==> config.mk <==
export PLATFORM = sky130hd
export DESIGN_NAME = fetch_prefetch_unit
export DESIGN_NICKNAME = d
export VERILOG_FILES = /design/src/rtl/mips_pkg.sv /design/src/rtl/prefetch_fifo.sv /design/src/rtl/fetch_prefetch_unit.sv
export SDC_FILE = /design/constraint.sdc
export NUM_CORES = 1
export LEC_CHECK = 0
export CAP_MARGIN = 20
export CORE_UTILIZATION = 54
export CTS_CLUSTER_SIZE = 12
export DETAILED_ROUTE_END_ITERATION = 16
export GPL_ROUTABILITY_DRIVEN = 0
export PLACE_DENSITY_LB_ADDON = 0.15
export SYNTH_ARGS = -nofsm -noshare
export SYNTH_HDL_FRONTEND = slang
export SYNTH_SLANG_ARGS = --single-unit
==> constraint.sdc <==
create_clock -name clk -period 2.4 [get_ports clk]
set_input_delay 0.24 -clock clk [delete_from_list [all_inputs] [get_ports clk]]
set_output_delay 0.24 -clock clk [all_outputs]
set_load 0.005 [all_outputs]
==> src/rtl/mips_pkg.sv <==
// Shared fetch-side definitions: instruction width, default PC width, fetch FSM states, NOP word.
// Latency: n/a (declarations only).
// Backpressure: n/a.
package mips_pkg;
    localparam int INSTR_W  = 32;
    localparam int DEF_PC_W = 7;
    localparam logic [INSTR_W-1:0] NOP_WORD = 32'h0;

    typedef enum logic [1:0] {
        ST_RUN   = 2'd0,
        ST_DRAIN = 2'd1,
        ST_HALT  = 2'd2
    } fetch_state_e;
endpackage

==> src/rtl/prefetch_fifo.sv <==
// Generic DEPTH x W synchronous FIFO with push/pop/flush; head is a registered-array read.
// Latency: a push is visible at the head on the edge after it is written (no bypass).
// Backpressure: push while full and pop while empty are ignored; flush wins over push/pop.
// Ports: clk, rst (sync active-high); i_push/i_push_dat, i_pop, i_flush;
//        o_head_dat, o_count (log2(DEPTH)+1 bits), o_full, o_empty.
module prefetch_fifo #(
    parameter int DEPTH = 4,
    parameter int W     = 39,
    localparam int AW   = $clog2(DEPTH)
) (
    input  logic          clk,
    input  logic          rst,
    input  logic          i_push,
    input  logic [W-1:0]  i_push_dat,
    input  logic          i_pop,
    input  logic          i_flush,
    output logic [W-1:0]  o_head_dat,
    output logic [AW:0]   o_count,
    output logic          o_full,
    output logic          o_empty
);
    logic [W-1:0]  r_mem [DEPTH];
    logic [AW-1:0] r_wr_ptr;
    logic [AW-1:0] r_rd_ptr;
    logic [AW:0]   r_count;
    logic          w_push_ok;
    logic          w_pop_ok;

    assign o_full    = (r_count == (AW+1)'(DEPTH));
    assign o_empty   = (r_count == '0);
    assign o_count   = r_count;
    assign o_head_dat = r_mem[r_rd_ptr];
    assign w_push_ok = i_push && !o_full;
    assign w_pop_ok  = i_pop && !o_empty;

    // Pointers are exactly log2(DEPTH) bits, so they wrap on their own.
    always_ff @(posedge clk) begin
        if (rst || i_flush) begin
            r_wr_ptr <= '0;
            r_rd_ptr <= '0;
            r_count  <= '0;
        end else begin
            if (w_push_ok) r_wr_ptr <= r_wr_ptr + AW'(1);
            if (w_pop_ok)  r_rd_ptr <= r_rd_ptr + AW'(1);
            case ({w_push_ok, w_pop_ok})
                2'b10:   r_count <= r_count + (AW+1)'(1);
                2'b01:   r_count <= r_count - (AW+1)'(1);
                default: r_count <= r_count;
            endcase
        end
    end

    // Storage needs no reset: the head is only meaningful when not empty.
    always_ff @(posedge clk) begin
        if (!rst && !i_flush && w_push_ok) r_mem[r_wr_ptr] <= i_push_dat;
    end
endmodule

==> src/rtl/fetch_prefetch_unit.sv <==
// Instruction fetch: owns the PC, reads 1-cycle imem, buffers words in a prefetch FIFO for decode.
// Latency: first instruction visible 2 cycles after reset/redirect (issue, return, FIFO head).
// Backpressure: id_valid/id_ready; issue only while FIFO count + in-flight < DEPTH.
// Ports: clk, rst (sync active-high); imem_rd_en/imem_addr/imem_rdata; id_valid/id_ready/
//        id_instr/id_pc/id_pc4; redirect_valid/redirect_pc; halted; misalign_err.
// Optional: FETCH_PERF_EN adds saturating perf_stall_cycles, perf_flushes, perf_fetched.
module fetch_prefetch_unit
    import mips_pkg::*;
#(
    parameter int              PC_W     = DEF_PC_W,
    parameter int              DEPTH    = 4,
    parameter logic [PC_W-1:0] RESET_PC = '0,
    parameter logic [PC_W-1:0] HALT_PC  = 7'h7C
) (
    input  logic               clk,
    input  logic               rst,
    output logic               imem_rd_en,
    output logic [PC_W-1:0]    imem_addr,
    input  logic [INSTR_W-1:0] imem_rdata,
    output logic               id_valid,
    input  logic               id_ready,
    output logic [INSTR_W-1:0] id_instr,
    output logic [PC_W-1:0]    id_pc,
    output logic [PC_W-1:0]    id_pc4,
    input  logic               redirect_valid,
    input  logic [PC_W-1:0]    redirect_pc,
    output logic               halted,
    output logic               misalign_err
`ifdef FETCH_PERF_EN
    ,
    output logic [31:0]        perf_stall_cycles,
    output logic [15:0]        perf_flushes,
    output logic [31:0]        perf_fetched
`endif
);
    localparam int AW = $clog2(DEPTH);
    localparam int FW = PC_W + INSTR_W;

    fetch_state_e     r_state;
    fetch_state_e     w_state_nxt;
    logic [PC_W-1:0]  r_fetch_pc;
    logic [PC_W-1:0]  r_inflight_pc;
    logic             r_inflight;
    logic             r_misalign;
    logic             w_issue;
    logic             w_credit_ok;
    logic             w_push;
    logic             w_pop;
    logic             w_empty;
    logic             w_full;
    logic [AW:0]      w_count;
    logic [FW-1:0]    w_head;
    logic [PC_W-1:0]  w_head_pc;

    // Count without the same-cycle pop: conservative, but still sustains one word per cycle.
    assign w_credit_ok = (32'(w_count) + 32'(r_inflight)) < 32'(DEPTH);

    always_ff @(posedge clk) begin
        if (rst) r_state <= ST_RUN;
        else     r_state <= w_state_nxt;
    end

    always_comb begin
        w_state_nxt = r_state;
        w_issue     = 1'b0;
        case (r_state)
            ST_RUN: begin
                if (w_credit_ok) begin
                    w_issue = 1'b1;
                    if (r_fetch_pc == HALT_PC) w_state_nxt = ST_DRAIN;
                end
            end
            ST_DRAIN: begin
                if (w_empty && !r_inflight) w_state_nxt = ST_HALT;
            end
            ST_HALT:  w_state_nxt = ST_HALT;
            default:  w_state_nxt = ST_RUN;
        endcase
        // A redirect restarts fetch next cycle; nothing is issued from the stale PC.
        if (redirect_valid) begin
            w_issue     = 1'b0;
            w_state_nxt = ST_RUN;
        end
        if (rst) w_issue = 1'b0;
    end

    // Clearing r_inflight on redirect is what kills the outstanding return.
    always_ff @(posedge clk) begin
        if (rst) begin
            r_fetch_pc    <= RESET_PC;
            r_inflight    <= 1'b0;
            r_inflight_pc <= '0;
            r_misalign    <= 1'b0;
        end else if (redirect_valid) begin
            r_fetch_pc <= {redirect_pc[PC_W-1:2], 2'b00};
            r_inflight <= 1'b0;
            if (|redirect_pc[1:0]) r_misalign <= 1'b1;
        end else begin
            r_inflight <= w_issue;
            if (w_issue) begin
                r_inflight_pc <= r_fetch_pc;
                r_fetch_pc    <= r_fetch_pc + PC_W'(4);
            end
        end
    end

    assign w_push = r_inflight && !w_full;
    assign w_pop  = id_valid && id_ready && !redirect_valid;

    prefetch_fifo #(
        .DEPTH (DEPTH),
        .W     (FW)
    ) u_fifo (
        .clk        (clk),
        .rst        (rst),
        .i_push     (w_push),
        .i_push_dat ({r_inflight_pc, imem_rdata}),
        .i_pop      (w_pop),
        .i_flush    (redirect_valid),
        .o_head_dat (w_head),
        .o_count    (w_count),
        .o_full     (w_full),
        .o_empty    (w_empty)
    );

    assign w_head_pc    = w_head[FW-1 -: PC_W];
    assign id_valid     = !w_empty;
    assign id_instr     = w_empty ? NOP_WORD : w_head[INSTR_W-1:0];
    assign id_pc        = w_empty ? '0 : w_head_pc;
    assign id_pc4       = w_empty ? '0 : (w_head_pc + PC_W'(4));
    assign imem_rd_en   = w_issue;
    assign imem_addr    = r_fetch_pc;
    assign halted       = (r_state == ST_HALT);
    assign misalign_err = r_misalign;

`ifdef FETCH_PERF_EN
    logic [31:0] r_perf_stall;
    logic [15:0] r_perf_flush;
    logic [31:0] r_perf_fetch;

    always_ff @(posedge clk) begin
        if (rst) begin
            r_perf_stall <= '0;
            r_perf_flush <= '0;
            r_perf_fetch <= '0;
        end else begin
            if (id_ready && !id_valid && !halted && !(&r_perf_stall))
                r_perf_stall <= r_perf_stall + 32'd1;
            if (redirect_valid && !(&r_perf_flush))
                r_perf_flush <= r_perf_flush + 16'd1;
            if (w_pop && !(&r_perf_fetch))
                r_perf_fetch <= r_perf_fetch + 32'd1;
        end
    end

    assign perf_stall_cycles = r_perf_stall;
    assign perf_flushes      = r_perf_flush;
    assign perf_fetched      = r_perf_fetch;
`endif
endmodule

; After elaboration in Yosys (flattened, before gate mapping)
; Memory sizes are Yosys's and may differ from the RTL's. A register that Yosys moved wholly into a read port is not among the register bits.
; Cells that the tools add are included.
[totals]
regBits = 25
ramBits = 156
input_bits = 43
out_inout_bits = 57
elab_cells = 69
n_memories = 1
[op_classes]
n_addsub = 7
order_cmp = 1
eq_ne = 9
n_mux = 18
bitwise = 1
n_reduce_logical = 23
[memory_table]
columns = memory, depth, width, rd, rd_ports_with_merged_regs, wr, line_no
row1 = u_fifo.r_mem, 4, 39, 1, 1, 1, prefetch_fifo.sv:22  ; logic [W-1:0] r_mem [DEPTH];
[op_table]
columns = operator, count
row1 = 2-to-1 mux 32 bit, 1
row2 = 2-to-1 mux 7 bit, 4
row3 = adder 7 x 3 -> 7 bit (second input constant), 2
row4 = 2-to-1 mux 2 bit, 5
row5 = logical AND 1 bit, 8
row6 = equality test 7 bit (second input constant), 1
row7 = 2-to-1 mux 1 bit, 6
row8 = != test 2 bit (second input constant), 3
row9 = one-hot mux 2 bit (3 select lines), 1
row10 = one-hot mux 3 bit (2 select lines), 1
row11 = logical NOT 1 bit, 5
row12 = adder 2 x 1 -> 2 bit (second input constant), 2
row13 = adder 3 x 1 -> 4 bit, 1
row14 = equality test 2 x 1 -> 1 bit (second input constant), 2
row15 = equality test 2 bit (second input constant), 2
row16 = < comparator 4 x 3 -> 1 bit (second input constant), 1
row17 = AND reduction 2 bit, 2
row18 = nonzero test 2 bit, 2
row19 = OR reduction 2 bit, 2
row20 = adder 3 x 1 -> 3 bit (second input constant), 1
row21 = equality test 3 bit (second input constant), 1
row22 = logical NOT 3 bit, 1
row23 = AND reduction 3 bit, 1
row24 = subtractor 3 x 1 -> 3 bit (second input constant), 1
row25 = other kinds (3), 3

; Logic depth before layout (Yosys ltp)
; Gate-level depths: netlist (run 1).
[depth]
depth_word = 8
depth_mapped = 9
mapped_depth_nobuf = 9

; By module
; A second synthesis (run 1) with hierarchy kept.
[hier_totals]
hier_cells = 400
hier_area_um2 = 7174.4
[by_module_without_submodules]
columns = module, instances, cells_per_inst, area_per_inst_um2, seq_area_each_um2
row1 = prefetch_fifo, 1, 258, 6094.6, 4864.7
row2 = fetch_prefetch_unit, 1, 142, 1079.8, 280.3

; Worst setup path before layout (run 1)
; No wires, ideal clock.
[synth_timing]
path_kind = flip-flop to flip-flop
from = register u_fifo.r_count[0], in the netlist u_fifo.o_count[0]
to = memory u_fifo.r_mem[0][0] (enable)
setup_ns = 0.398
arrival_time_ns = 1.837
required_ns = 2.002
path_slack_ns = 0.165
stages_incl_launch_ff = 4
path_buffers = 0
synth_period_minus_slack_ns = 2.235
cell_sequence = dfxtp_1 inv_1 a31oi_2 and3_1
[synth_between]
elab_chain_len = 7
[synth_rtl]
columns = item, line_no
row1 = start: declaration, prefetch_fifo.sv:25  ; logic [AW:0] r_count;
row2 = start signal: assignment, prefetch_fifo.sv:46  ; 2'b10: r_count <= r_count + (AW+1)'(1);
row3 = start signal: assignment, prefetch_fifo.sv:47  ; 2'b01: r_count <= r_count - (AW+1)'(1);
row4 = start signal: assignment, prefetch_fifo.sv:48  ; default: r_count <= r_count;
row5 = equality test 3 bit *, prefetch_fifo.sv:29  ; assign o_full = (r_count == (AW+1)'(DEPTH));
row6 = logical NOT 1 bit *, "prefetch_fifo.sv:33, fetch_prefetch_unit.sv:107"
row7 = logical AND 1 bit, fetch_prefetch_unit.sv:107  ; assign w_push = r_inflight && !w_full;
row8 = logical AND 1 bit *, prefetch_fifo.sv:33  ; assign w_push_ok = i_push && !o_full;
row9 = logical AND 1 bit *, prefetch_fifo.sv:55  ; if (!rst && !i_flush && w_push_ok) r_mem[r_wr_ptr] <= i_push_dat;
row10 = 2-to-1 mux 1 bit *, prefetch_fifo.sv:55
row11 = 2-to-1 mux 1 bit (not written as such) *, prefetch_fifo.sv:55
row12 = end: declaration, prefetch_fifo.sv:22
; Every way passes the cells marked *; elsewhere a longest branch is shown, timed or not.

==> impl_summary.log, run 1 <==
INFO  metric result_of_the_run = finished clean
INFO  metric cts_buffers = 17
INFO  metric cts.clk_slew.worst_paths = 60 ps
INFO  metric post-layout-total-power = 6.17 mW
INFO  metric family_of_cells_with_the_greatest_summed_delay_on_the_critical_path = buffers and inverters
INFO  metric max_capacitance_violation_total = 0
INFO  metric final_non_filler_cell_total = 680
INFO  metric synthArstFlopShare = 0
INFO  metric finalWorstPathRequiredPeriod = 2350 ps
INFO  metric final.setup_skew = 5.24 ps
INFO  metric area_after_detailed_placement = 0.00806 mm²
INFO  metric drive_above_1_share = 0.229
INFO  metric critical_path.n_buffers_inverters = 4
INFO  metric synth_area = 0.00688 mm²
INFO  metric track_usage = 0.206
INFO  metric start_util = 0.563
INFO  metric first_global_vias = 3748
INFO  metric fill_cells = 803
INFO  metric grt_start_max_net_pins = 38
INFO  metric grt.overflow.total = 0
INFO  metric area_added_between_synthesis_and_finish = 28.0%
INFO  metric layout_worst_path_cycle_share = 0.979
INFO  metric max-vdd-ir-drop = 0.393 mV
INFO  metric slowest_stage = sky130_fd_sc_hd__mux4_2
INFO  metric synth_seq_cells = 171
INFO  metric remaining_drc_errors = 0
INFO  metric ys_seq_area_frac = 0.713
INFO  metric synth_cells = 379
INFO  metric post-route-worst-setup-slack = 50.8 ps
INFO  metric route.detailed.wl_per_inst = 18.6 µm
INFO  metric antenna_found_initial = 0
INFO  metric cts.hold.buffers_added = 0
INFO  metric worst-endpoint-required = 2160 ps
INFO  metric count_of_flip_flops_with_a_built_in_enable_after_synthesis = 148
INFO  metric nNetsFinal = 555
INFO  metric insertion_delay = 410 ps
INFO  metric total_iterations_of_the_first_detailed_routing_run = 5
INFO  metric postRouteWirelength = 12600 µm
INFO  metric core-area = 0.0122 mm²
INFO  metric ys_types = 39
INFO  metric timing.final.max_slew_violations = 0
INFO  metric boundaryPins = 100
INFO  metric port_buffers = 93
INFO  metric n_antenna_cell = 0
INFO  metric num_rows = 40
INFO  metric count_of_synthesis_stage_warnings_from_yosys = 0
INFO  metric cts_buffer_depth = 2
INFO  metric floorplan.die.height = 115 µm
INFO  metric critical_path.startpoint_type = flop
INFO  metric timing.setup.tns = 0 ps
INFO  metric detail-route-antenna-nets = 0
INFO  metric multi_input_comb_area = 0.00182 mm²
INFO  metric setup_viol_count_final = 0
INFO  metric leakage = 3.15 nW
INFO  metric worst-path-max-fanout = 6
INFO  metric detailedPlacementHpwl = 7550 µm
INFO  metric ys_dominant_reg_cell = sky130_fd_sc_hd__edfxtp_1
INFO  metric grt_pass1_wl = 19500 µm
INFO  metric avgSynthCellArea = 18.1 µm²
INFO  metric hold_viol_final = 0
INFO  metric viasPerCell = 5.40
INFO  metric critPathKind = reg2out
INFO  metric cp.arrival = 2110 ps
INFO  metric first_iter_violations = 269
INFO  metric via_count = 3674
INFO  metric power.density_cell_area = 701 mW/mm²
INFO  metric cts-root-buf = sky130_fd_sc_hd__clkbuf_16
INFO  metric clkSinkCount = 171
INFO  metric count_of_placed_standard_cells_including_taps = 637
INFO  metric tritoncts = built
INFO  metric die_width = 115 µm
INFO  metric post_place_setup_slack = 95.0 ps
INFO  metric fmax = 426 MHz
INFO  metric dieArea = 0.0132 mm²
INFO  metric grt_setup_unrepaired = true
INFO  metric cpPeakStageDelay = 490 ps
INFO  metric finalInstanceArea = 0.00880 mm²
INFO  metric finalHoldWorstSlack = 407 ps
INFO  metric layout.core_utilization = 0.721
INFO  metric register_area = 0.00491 mm²
INFO  metric cell_breakdown_of_the_critical_path = buf_12 > buf_8 > buf_16 > mux4_2 > and2_4 > dlygate4sd2_1
INFO  metric htree_levels = 4
INFO  metric hold_class = in2reg
INFO  metric worst_setup_path_end_kind = primary output
## logic make-up after synthesis
| kind of cell | Yosys count | share of synthesized area |
|---|---|---|
| mux | 41 | 0.127 |
| flops | 171 | 0.713 |
| other cells | 1 | 0.000545 |
| xor+xnor | 8 | 0.0102 |
| simple gates | 85 | 0.0702 |
| buf+inv | 35 | 0.0300 |
| compound gates | 26 | 0.0257 |
| fa+ha+maj | 12 | 0.0229 |
## what timing repair did
action	in CTS	in global routing
cloned	2	0
gates resized for setup	45	26
hold endpoints to repair	0	0
buffers inserted	10	1
pin swaps	6	6
setup endpoints to repair	41	16
## path summary, 6_finish.rpt
path | from | end | slack, ps | depth (start not counted)
max reg2reg | u_fifo.o_count[1]$_SDFFE_PP0P_ | u_fifo.o_count[2]$_SDFFE_PP0P_ | 150 | 9
max | flop | id_instr[3] | 50 | 6
min reg2reg | misalign_err$_SDFFE_PP0P_ | misalign_err$_SDFFE_PP0P_ | 450 | 2
min | redirect_pc[2] | imem_addr[2]$_SDFFE_PP0P_ | 410 | 3
## layer usage
layer / track usage / part of all wire
met5: 0 / 0
met2: 0.351 / 0.51
met1: 0.257 / 0.42
met3: 0.0432 / 0.052
met4: 0.0935 / 0.017
## power by group
group          switching, mW  leakage, nW  internal, mW
sequential            0.0190         1.55          3.25
clock                   1.00        0.274          1.62
combinational          0.119         1.33         0.155
total                   1.14         3.15          5.03
## cells in the final DEF, fill, tap and decap left out, drive strengths merged, types with 3 or more instances in the layout
| cell | instances |
|---|---|
| dfxtp | 23 |
| a31oi | 3 |
| nand2 | 15 |
| mux2i | 4 |
| a22oi | 3 |
| bufinv | 3 |
| dlygate4sd2 | 25 |
| and3 | 7 |
| a21oi | 8 |
| inv | 12 |
| conb | 6 |
| dlymetal6s2s | 4 |
| mux4 | 37 |
| ha | 11 |
| nand3 | 3 |
| edfxtp | 148 |
| xor2 | 4 |
| and2 | 38 |
| xnor2 | 4 |
| o21ai | 7 |
| clkbuf | 27 |
| buf | 27 |
| clkdlybuf4s50 | 58 |
| nor2 | 16 |
| clkinv | 4 |
## registers in the layout (all words and copies together), names as in the netlist, named ones only
register / count
u_fifo.r_wr_ptr: 2
r_inflight: 1
u_fifo.r_rd_ptr: 2
imem_addr: 5
u_fifo.r_mem: 148
misalign_err: 1
r_state: 2
r_inflight_pc: 5
u_fifo.o_count: 3
## tightest hold or removal path, stage by stage
cell and delay, ps:
sky130_fd_sc_hd__clkdlybuf4s50_1 410, sky130_fd_sc_hd__nand2_1 70, sky130_fd_sc_hd__a21oi_1 50
## cells in the mapped netlist (4+ instances only)
| cell type | instances | area (µm²) |
|---|---|---|
| sky130_fd_sc_hd__dfxtp_1 | 23 | 460 |
| sky130_fd_sc_hd__nor2_1 | 15 | 56.3 |
| sky130_fd_sc_hd__edfxtp_1 | 148 | 4440 |
| sky130_fd_sc_hd__buf_4 | 6 | 45.0 |
| sky130_fd_sc_hd__buf_2 | 5 | 25.0 |
| sky130_fd_sc_hd__and2_1 | 38 | 238 |
| sky130_fd_sc_hd__inv_1 | 12 | 45.0 |
| sky130_fd_sc_hd__ha_1 | 11 | 138 |
| sky130_fd_sc_hd__o21ai_0 | 7 | 35.0 |
| sky130_fd_sc_hd__buf_6 | 6 | 67.6 |
| sky130_fd_sc_hd__nand2_1 | 15 | 56.3 |
| sky130_fd_sc_hd__xnor2_1 | 4 | 35.0 |
| sky130_fd_sc_hd__a21oi_1 | 8 | 40.0 |
| sky130_fd_sc_hd__xor2_1 | 4 | 35.0 |
| sky130_fd_sc_hd__clkbuf_1 | 5 | 18.8 |
| sky130_fd_sc_hd__and3_1 | 7 | 43.8 |
| sky130_fd_sc_hd__mux2i_1 | 4 | 40.0 |
| sky130_fd_sc_hd__mux4_2 | 37 | 833 |
## cell type report
class	count	share of cell area
clock buffers	22	0.0505
clock inverters	9	0.0139
inverters	12	0.00512
multi-input cells	178	0.206
flip-flops and latches	171	0.558
well taps	168	0.0239
repair buffers	120	0.142
(Power assumes the default switching activity.)
==> run 2, diff against run 1 <==
--- a/config.mk
+++ b/config.mk
@@ -6,10 +6,10 @@
 export NUM_CORES = 1
 export LEC_CHECK = 0
 export CAP_MARGIN = 20
+export CORE_ASPECT_RATIO = 0.6
 export CORE_UTILIZATION = 54
 export CTS_CLUSTER_SIZE = 12
 export DETAILED_ROUTE_END_ITERATION = 16
-export GPL_ROUTABILITY_DRIVEN = 0
 export PLACE_DENSITY_LB_ADDON = 0.15
 export SYNTH_ARGS = -nofsm -noshare
 export SYNTH_HDL_FRONTEND = slang
==> run 2 against run 1 <==
Register-to-register slack worse by 30 ps. Design area increased by 2.1%. Sequential power barely moved. Cell count rose by 1.3%. Combinational power up 2%. Largest cell class unchanged.
==> impl_summary.log, run 2 (synthesis gave the netlist of run 1 again) <==
INFO  metric postRouteWirelength = 13400 µm (+6.6%)
INFO  metric route.detailed.wl_per_inst = 19.5 µm (+5.2%)
INFO  metric critPathKind = reg2out
INFO  metric timing.final.max_slew_violations = 0 (unchanged)
INFO  metric worstHoldStart = redirect_pc[2]
INFO  metric core-area = 0.0122 mm² (about the same)
INFO  metric worst-endpoint-required = 2160 ps (about the same)
INFO  metric leakage = 3.32 nW (+5.2%)
INFO  metric port_buffers = 93 (unchanged)
INFO  metric fmax = 427 MHz (+0.33%)
INFO  metric viasPerCell = 5.38 (-0.42%)
INFO  metric result_of_the_run = finished clean
INFO  metric layout.cells.most_common_list = sky130_fd_sc_hd__edfxtp_1 (148), sky130_fd_sc_hd__clkdlybuf4s50_1 (52), sky130_fd_sc_hd__mux4_2 (37)
INFO  metric layout.core_utilization = 0.735 (+0.0149)
INFO  metric detail-route-antenna-nets = 0 (unchanged)
INFO  metric worst_r2r_setup_slack = 120 ps (-30 ps)
INFO  metric via_count = 3707 (+0.90%)
INFO  metric grt_most_used_layer = met2
INFO  metric cts-root-buf = sky130_fd_sc_hd__clkbuf_16
INFO  metric dieArea = 0.0132 mm² (+0.12%)
INFO  metric hold_viol_final = 0 (unchanged)
INFO  metric drive_above_1_share = 0.263 (+0.0348)
INFO  metric clkSinkCount = 171 (unchanged)
INFO  metric setup_viol_count_final = 0 (unchanged)
INFO  metric area_added_between_synthesis_and_finish = 30.7%
INFO  metric final.setup_skew = 11.5 ps (+6.27 ps)
INFO  metric tritoncts = built
INFO  metric r2r_cells = 9 (unchanged)
INFO  metric die_width = 148 µm (+29%)
INFO  metric cts.hold.buffers_added = 0 (unchanged)
INFO  metric power.density_cell_area = 739 mW/mm² (+5.5%)
INFO  metric layout_worst_path_cycle_share = 0.976 (-0.00325)
INFO  metric first_iter_violations = 289 (+7.4%)
INFO  metric area_after_detailed_placement = 0.00810 mm² (+0.48%)
INFO  metric grt_pass1_wl = 21100 µm (+8.2%)
INFO  metric largest_reg_flops = 148 (unchanged)
INFO  metric worst_setup_path_end_kind = primary output
INFO  metric first_global_vias = 3831 (+2.2%)
INFO  metric num_rows = 31 (-23%)
INFO  metric boundaryPins = 100 (unchanged)
INFO  metric n_antenna_cell = 0 (unchanged)
INFO  metric grt_util_met1 = 0.310 (+0.0528)
INFO  metric grt_start_max_net_pins = 41 (+7.9%)
INFO  metric cts_buffer_depth = 2 (unchanged)
INFO  metric worst-path-max-fanout = 5 (-1)
INFO  metric remaining_drc_errors = 0 (unchanged)
INFO  metric gr-usage-met2 = 0.353 (+0.00221)
INFO  metric layout_commonest_cell = sky130_fd_sc_hd__edfxtp_1
INFO  metric cts_buffers = 17 (unchanged)
INFO  metric insertion_delay = 420 ps (about the same)
INFO  metric start_util = 0.563 (about the same)
INFO  metric max-vdd-ir-drop = 0.522 mV (+33%)
INFO  metric critical_path.reg2reg.startpoint = u_fifo.o_count[0]$_SDFFE_PP0P_
INFO  metric htree_levels = 4 (unchanged)
INFO  metric cts.clk_slew.worst_paths = 70 ps (about the same)
INFO  metric track_usage = 0.223 (+0.0167)
INFO  metric finalInstanceArea = 0.00899 mm² (+2.1%)
INFO  metric routability_congestion_estimate_from_global_placement = 0.771
INFO  metric floorplan.die.height = 89.4 µm (-22%)
INFO  metric critical_path.reg2reg.endpoint = u_fifo.o_count[2]$_SDFFE_PP0P_
INFO  metric holdPathStages = 3 (unchanged)
INFO  metric grt.overflow.total = 0 (unchanged)
INFO  metric cp.arrival = 2100 ps (about the same)
INFO  metric detailedPlacementHpwl = 7890 µm (+4.4%)
INFO  metric antenna_found_initial = 0 (unchanged)
INFO  metric max_capacitance_violation_total = 0 (unchanged)
INFO  metric whs_endpoint = imem_addr[2]$_SDFFE_PP0P_
INFO  metric nNetsFinal = 566 (+2.0%)
INFO  metric max_flop_register = u_fifo.r_mem
INFO  metric globalRouteMet3Util = 0.0668 (+0.0236)
INFO  metric critical_path.startpoint_type = flop
INFO  metric grt_setup_unrepaired = true
INFO  metric finalWorstPathRequiredPeriod = 2340 ps (-7.79 ps)
INFO  metric total_iterations_of_the_first_detailed_routing_run = 5 (unchanged)
INFO  metric hold_class = in2reg
## run 2: cell types whose count changed in the layout (fill, tap and decap cells not counted), sizes merged, moves of 2 or more
cell	before	now
buf	27	38
bufinv	3	6
clkdlybuf4s15	1	5
clkdlybuf4s50	58	52
dlymetal6s2s	4	8
dlygate4sd2	25	21
inv	12	15
clkbuf	27	25
## run 2: area by class of cell
cell class                 count  area (µm²)
timing repair buffer         131        1330
clock buffer                  18         429
clock inverter                14         240
sequential                   171        4910
inverter                      12        45.0
multi-input combinational    178        1830
tap                          165         206
fill                         767        3230
## run 2: where the power goes
group	internal (mW)	switching [mW]	leakage, nW	total, mW
clock network	1.96	1.13	0.321	3.09
registers	3.25	0.0210	1.55	3.27
logic	0.157	0.123	1.45	0.280
total	5.37	1.28	3.32	6.64
## run 2: per-layer routing
metal  vias to the layer above  part of all wire
met2                       132              0.48
met1                      1865              0.46
met4                         0            0.0057
met5                         -                 0
li1                       1701                 -
met3                         9             0.058
## run 2: worst max-delay path by stage
stage	endpoint	depth (start not counted)	slack (ps)
floorplan	u_fifo.r_mem[0][0]$_DFFE_PP_	3	160
global placement	u_fifo.o_count[2]$_SDFFE_PP0P_	8	170
detailed placement	u_fifo.o_count[2]$_SDFFE_PP0P_	8	40
CTS	id_pc4[5]	7	-40
global route	id_pc4[6]	6	-50
finish	id_pc4[6]	6	60
## run 2: repair_timing
action	4_1_cts	5_1_grt
pin swaps	0	1
buffers inserted	15	6
endpoints found under the hold margin	0	0
setup endpoints to repair	42	30
resized for setup	56	32
## run 2: through the flow
stage / total power [mW] / cells / TNS [ps] / hold slack [ps] / setup slack, ps
after floorplan: 3.44 / 384 / 0 / 339 / 165
after global placement: 3.60 / 638 / 0 / 437 / 169
after detailed placement: 3.61 / 638 / 0 / 441 / 39.2
after CTS: 6.68 / 685 / -73.3 / 363 / -44.5
after global routing: 6.84 / 689 / -72.4 / 384 / -52.4
final: 6.64 / 689 / 0 / 373 / 58.6
## run 2: worst max-delay path, stage by stage (launching register included)
cell,delay (ps)
sky130_fd_sc_hd__dfxtp_4,410
sky130_fd_sc_hd__mux4_2,570
sky130_fd_sc_hd__ha_4,190
sky130_fd_sc_hd__nand3_2,70
sky130_fd_sc_hd__xor2_2,140
sky130_fd_sc_hd__nor2_1,50
sky130_fd_sc_hd__dlygate4sd2_1,250
